===== config.mk =====
export PLATFORM = sky130hd
export DESIGN_NAME = ascon_fsm
export DESIGN_NICKNAME = d
export VERILOG_FILES = /design/src/rtl/ascon_fsm.sv
export SDC_FILE = /design/constraint.sdc
export NUM_CORES = 1
export LEC_CHECK = 0
export ABC_AREA = 1
export BUFFER_PORTS_ARGS = -buffer_cell sky130_fd_sc_hd__buf_2
export CAP_MARGIN = 20
export CELL_PAD_IN_SITES_DETAIL_PLACEMENT = 1
export CELL_PAD_IN_SITES_GLOBAL_PLACEMENT = 1
export CORE_MARGIN = 2
export CORE_UTILIZATION = 33
export DETAILED_ROUTE_END_ITERATION = 10
export MAX_ROUTING_LAYER = met4
export PLACE_DENSITY_LB_ADDON = 0.3
export RECOVER_POWER = 100
export SLEW_MARGIN = 30
export SYNTH_ARGS = -nofsm -noshare
export SYNTH_HDL_FRONTEND = slang
export SYNTH_SLANG_ARGS = --single-unit
export TNS_END_PERCENT = 100

===== constraint.sdc =====
create_clock -name clk_i -period 2.1 [get_ports clk_i]
set_clock_uncertainty 0.2 [all_clocks]
set_input_delay 0.63 -clock clk_i [delete_from_list [all_inputs] [get_ports clk_i]]
set_output_delay 0.63 -clock clk_i [all_outputs]
set_load 0.05 [all_outputs]

===== src/rtl/ascon_fsm.sv =====
// ascon_fsm: control sequencer for a one-round-per-cycle ASCON-128 encryption
// datapath. Sequences init (p^12), AD absorption (p^6 per block), plaintext
// encryption (p^6 per non-final block) and finalisation (p^12 + key XORs).
// Carries control only; block data flows directly into the datapath.
// Optional feature: define ASCON_ABORT_EN to add abort_i, which returns a
// running operation to IDLE on the next edge with all enables held low.
module ascon_fsm (
  input  logic       clk_i,
  input  logic       reset_i,
  input  logic       start_i,
  input  logic       ad_en_i,
  input  logic       block_valid_i,
  input  logic       block_last_i,
`ifdef ASCON_ABORT_EN
  input  logic       abort_i,
`endif
  output logic       block_ready_o,
  output logic       select_o,
  output logic [3:0] round_o,
  output logic       en_state_o,
  output logic       en_xor_data_o,
  output logic       en_xor_begin_key_o,
  output logic       en_xor_lsb_o,
  output logic       en_xor_end_key_o,
  output logic       en_out_cipher_o,
  output logic       en_out_tag_o,
  output logic       cipher_valid_o,
  output logic       tag_valid_o,
  output logic       busy_o
);

  typedef enum logic [2:0] {
    IDLE, INIT, AD_WAIT, AD_PERM, PT_WAIT, PT_PERM, FINAL, TAG
  } state_t;

  state_t     state_q, state_d;
  logic [3:0] rnd_q, rnd_d;
  logic       ad_flag_q, ad_flag_d;
  logic       last_q, last_d;
  logic       cipher_valid_q, tag_valid_q;
  logic       abort_hit;

`ifdef ASCON_ABORT_EN
  assign abort_hit = abort_i && (state_q != IDLE);
`else
  assign abort_hit = 1'b0;
`endif

  assign cipher_valid_o = cipher_valid_q;
  assign tag_valid_o    = tag_valid_q;

  // State register, round counter, latched flags and the registered valid pulses
  always_ff @(posedge clk_i) begin
    if (reset_i) begin
      state_q        <= IDLE;
      rnd_q          <= 4'd0;
      ad_flag_q      <= 1'b0;
      last_q         <= 1'b0;
      cipher_valid_q <= 1'b0;
      tag_valid_q    <= 1'b0;
    end else begin
      state_q        <= state_d;
      rnd_q          <= rnd_d;
      ad_flag_q      <= ad_flag_d;
      last_q         <= last_d;
      cipher_valid_q <= en_out_cipher_o;
      tag_valid_q    <= en_out_tag_o;
    end
  end

  // Next-state and round-counter sequencing
  always_comb begin
    state_d   = state_q;
    rnd_d     = rnd_q;
    ad_flag_d = ad_flag_q;
    last_d    = last_q;
    case (state_q)
      IDLE: begin
        if (start_i) begin
          state_d   = INIT;
          rnd_d     = 4'd0;
          ad_flag_d = ad_en_i;
        end
      end
      INIT: begin
        if (rnd_q == 4'd11) begin
          state_d = ad_flag_q ? AD_WAIT : PT_WAIT;
          rnd_d   = 4'd0;
        end else begin
          rnd_d = rnd_q + 4'd1;
        end
      end
      AD_WAIT: begin
        if (block_valid_i) begin
          state_d = AD_PERM;
          rnd_d   = 4'd7;
          last_d  = block_last_i;
        end
      end
      AD_PERM: begin
        if (rnd_q == 4'd11) begin
          state_d = last_q ? PT_WAIT : AD_WAIT;
          rnd_d   = 4'd0;
        end else begin
          rnd_d = rnd_q + 4'd1;
        end
      end
      PT_WAIT: begin
        if (block_valid_i) begin
          // The last plaintext block starts the p^12 finalisation at round 0
          state_d = block_last_i ? FINAL : PT_PERM;
          rnd_d   = block_last_i ? 4'd1 : 4'd7;
        end
      end
      PT_PERM: begin
        if (rnd_q == 4'd11) begin
          state_d = PT_WAIT;
          rnd_d   = 4'd0;
        end else begin
          rnd_d = rnd_q + 4'd1;
        end
      end
      FINAL: begin
        if (rnd_q == 4'd11) begin
          state_d = TAG;
          rnd_d   = 4'd0;
        end else begin
          rnd_d = rnd_q + 4'd1;
        end
      end
      TAG: begin
        state_d = IDLE;
        rnd_d   = 4'd0;
      end
      default: begin
        state_d = IDLE;
        rnd_d   = 4'd0;
      end
    endcase
    if (abort_hit) begin
      state_d = IDLE;
      rnd_d   = 4'd0;
    end
  end

  // Datapath controls; WAIT-state controls follow block_valid_i/block_last_i
  always_comb begin
    block_ready_o      = 1'b0;
    select_o           = 1'b1;
    round_o            = 4'd0;
    en_state_o         = 1'b0;
    en_xor_data_o      = 1'b0;
    en_xor_begin_key_o = 1'b0;
    en_xor_lsb_o       = 1'b0;
    en_xor_end_key_o   = 1'b0;
    en_out_cipher_o    = 1'b0;
    en_out_tag_o       = 1'b0;
    busy_o             = (state_q != IDLE);
    if (!abort_hit) begin
      case (state_q)
        INIT: begin
          en_state_o = 1'b1;
          round_o    = rnd_q;
          select_o   = (rnd_q != 4'd0);
          if (rnd_q == 4'd11) begin
            en_xor_end_key_o = 1'b1;
            en_xor_lsb_o     = !ad_flag_q;
          end
        end
        AD_WAIT: begin
          block_ready_o = 1'b1;
          if (block_valid_i) begin
            round_o       = 4'd6;
            en_xor_data_o = 1'b1;
            en_state_o    = 1'b1;
          end
        end
        AD_PERM: begin
          en_state_o = 1'b1;
          round_o    = rnd_q;
          if (rnd_q == 4'd11) en_xor_lsb_o = last_q;
        end
        PT_WAIT: begin
          block_ready_o = 1'b1;
          if (block_valid_i) begin
            en_state_o      = 1'b1;
            en_xor_data_o   = 1'b1;
            en_out_cipher_o = 1'b1;
            if (block_last_i) begin
              round_o            = 4'd0;
              en_xor_begin_key_o = 1'b1;
            end else begin
              round_o = 4'd6;
            end
          end
        end
        PT_PERM: begin
          en_state_o = 1'b1;
          round_o    = rnd_q;
        end
        FINAL: begin
          en_state_o = 1'b1;
          round_o    = rnd_q;
          if (rnd_q == 4'd11) en_xor_end_key_o = 1'b1;
        end
        TAG: begin
          en_out_tag_o = 1'b1;
        end
        default: ;
      endcase
    end
  end

endmodule

==> summary.md <==
| Metric | Value |
|---|---|
| Asr flop ratio synth | 0% |
| M2 GR Usage | about 52% |
| Syn_nets | roughly 130 |
| Starting Density | 34.5% |
| Switch Pwr | 1.26 mW |
| Comb power frac | 77.3% |
| Routed Antenna Nets | 0 |
| Worst R2R Path Depth | 10 |
| GRT Total Usage | 28.4% |
| Post-Syn Instances | 119 |
| Pin count of the biggest net entering global routing | 9 |
| R2R Setup Slk | around 0.17 ns |
| Cell with the most instances after synthesis | nand2_1 |
| Setup TNS | -2.10 ns |
| I/O Buffers | 21 |
| Utilization after layout | 62.3% |
| WHS Endpoint | rnd_q[3] |
| Vias | around 1100 |
| Inserted Clock Buffers | 3 |
| Sequential element share of the synthesized area | 29.4% |
| Seq cells post-synth | 11 |
| Number of clock sinks | 11 |
| Flop pwr share | 16.3% |
| Final hold vios | 0 |
| Hold crit path type | flip-flop to flip-flop |
| Largest area contributor in the synthesized netlist | dfxtp_1 |
| Worst VDD drop | roughly 0.83 mV |
| Vias in the first global route | 1131 |
| Initial antenna violation count | 0 |
| Met3 usage | 5.75% |
| Worst setup path class | flip-flop to output port |
| Nets@finish | 179 |
| Max Clk Rate | 429 MHz |
| Final slew viol count | 0 |
| CP Capture Type | output port |
| Clock Power Share | under 10% |
| Vias per cell | 5.49 |
| Clk pin slew, worst setup/hold paths | 0.07 ns |
| Gr ovfl total | 0 |
| Hold Crit Start | rnd_q[3] |
| Total power | 2.28 mW |
| Period utilisation layout | 111% |
| CTS root buf | clkbuf_4 |
| Count of final setup violators | 14 |
| Final wirelength | 3.92 mm |
| Switching Share | 55.0% |
| Syn Area/Cell | ~6.3 sq um |
| Gpl congestion | 0.860 |
| Share of layout cells above drive strength 1 | 53.5% |
| Element type at the critical path start | flip-flop |
| DRT iter0 DRCs | 30 |
| Actual slew at the worst max-slew pin | 0.306 ns |
| Reg2Reg Capture Point | state_q[1] |
| Detailed placement HPWL | 2.10 mm |
| Clock latency at the later pin of the worst-skew pair | approximately 0.27 ns |
| Area contributors post-synth | dfxtp_1 (29%), nand2_1 (12%), nand3_1 (9.4%) |
| Netlist Area Pre-Place | 748 sq um |
| Initial DRT Pass Iterations | 4 |
| Failing checks | setup timing |
| CTS tree | yes |
| Worst Hold Depth | 2 |
| Post-route DRC | 0 |
| Crit-path max FO | 6 |
| Max_cap viols | 0 |
| Maximum clock insertion buffer count | 2 |
| CTS H-tree lvls | 1 |
| Die area | approximately 2700 sq um |
| Int Pwr | 1.03 mW |
| GRT Max-Usage Layer | met2 |
| DR WL/cell | 19.8 um |
| First-pass GRT wire length | 5.38 mm |
| Post-synth EDFFs | 0 |
| Diodes inserted | 0 |
| Pleak | 0.626 nW |
| Crit path time final | roughly 2.3 ns |
| Data required time at the worst endpoint | approximately 1.3 ns |
| Synth Flop Type | dfxtp_1 |
| Synth cell count leaders | nand2_1 (24), nor2_1 (17), inv_1 (14), nand3_1 (14), dfxtp_1 (11) |
| Outcome | finished, violations left |
| Met1 Use GR | 30.9% |
| Arrival time worst endpoint | about 1.5 ns |
| Number of synthesis warnings | 0 |
| Placed Instances | 186 |
| Synth top area share | 29.4% |
| Power density cells | 1690 nW/um^2 |
| Reg2reg start | state_q[1] |
| Ports | 22 |
| Placeable Area | between 2000 and 2500 sq um |
| Chip width | 51.6 um |
| RSZ-0062 raised after global routing | yes |
| Hold slack | 0.294 ns |
| Worst Slack Setup Final | -0.233 ns |
| Area growth syn-to-layout | 80.8% |
| Cell variety after synth | 22 |
| Post-route insts no fill | 198 |
| Worst slew margin | about four fifths |
| Row count | 17 |
| Die Ht | 51.6 um |
[final cells by class]
| type | count | area (sq um) |
|---|---|---|
| Clock buffer | 3 | 22.5 |
| Clock inverter | 1 | 5.00 |
| Fill cell | 274 | 817 |
| Inverter | 17 | 71.3 |
| Multi-Input combinational cell | 90 | 564 |
| Sequential cell | 11 | 231 |
| Tap cell | 28 | 35.0 |
| Timing Repair Buffer | 48 | 423 |
[metal layers]
layer	wire length (um)	share of wire, %
met5	0	0
met4	224	5.7
met3	133	3.4
met2	1940	50
met1	1620	41
[cells by family after synthesis]
kind of cell | after synthesis | share of synthesized area [%]
AND/OR/NAND/NOR | 68 | 41.8
buffers and inverters | 18 | 9.20
AO/OA/AOI/OAI | 19 | 15.1
adder cells (fa/ha/maj) | 2 | 3.34
flip-flops | 11 | 29.4
XOR/XNOR | 1 | 1.17
[stage by stage]
step / worst slack (ns) / area (sq um)
after floorplan: -0.110 / 807
after global placement: -0.103 / 1080
after detailed placement: -0.146 / 1080
after CTS: -0.153 / 1300
after global routing: -0.286 / 1350
final: -0.233 / 1350
[worst max-delay path, cell delays in order (launching register included)]
cell	delay (ns)
dfxtp_4	0.39
nor2_4	0.24
nand3_2	0.12
nand2_2	0.10
nand2_1	0.11
o21ai_2	0.09
buf_6	0.18
[placed cells by master, fill, tap and decap left out, types with 6 or more instances in the layout]
| cell type | synthesis | final |
|---|---|---|
| inv_1 | 14 | 11 |
| buf_6 | 0 | 8 |
| buf_2 | 1 | 7 |
| nor2_1 | 17 | 11 |
| nor2_4 | 2 | 8 |
| dfxtp_1 | 11 | 6 |
| buf_4 | 0 | 27 |
| nand2_2 | 3 | 8 |
| a21oi_1 | 8 | 7 |
| nand3_1 | 14 | 12 |
| nand2_1 | 24 | 18 |
[power groups by stage]
stage	Combinational, mW	Sequential (mW)	Clock (mW)
after global placement	1.20	0.343	0
final	1.76	0.373	0.146
after global routing	1.86	0.379	0.160
after CTS	1.55	0.362	0.150
after detailed placement	1.25	0.346	0
after floorplan	0.871	0.341	0
[timing repair]
action | CTS | global route
endpoints found under the setup margin | 14 | 14
hold buffers | 0 | 0
resized for setup | 46 | 9
buffers inserted | 5 | 3
pin swaps | 6 | 4
[flip-flops by register name, summed over array words and instances (netlist names)]
register        flops
cipher_valid_o      1
rnd_q               4
ad_flag_q           1
state_q             3
tag_valid_o         1
last_q              1
[worst max-delay path by stage]
stage / from / endpoint / depth (start not counted)
after floorplan: state_q[2] / round_o[1] / 5
after global placement: block_last_i / round_o[1] / 7
after detailed placement: block_last_i / round_o[1] / 7
after CTS: state_q[0] / round_o[1] / 6
after global routing: state_q[1] / round_o[1] / 6
final: state_q[1] / round_o[1] / 6
(Power assumes the default switching activity.)
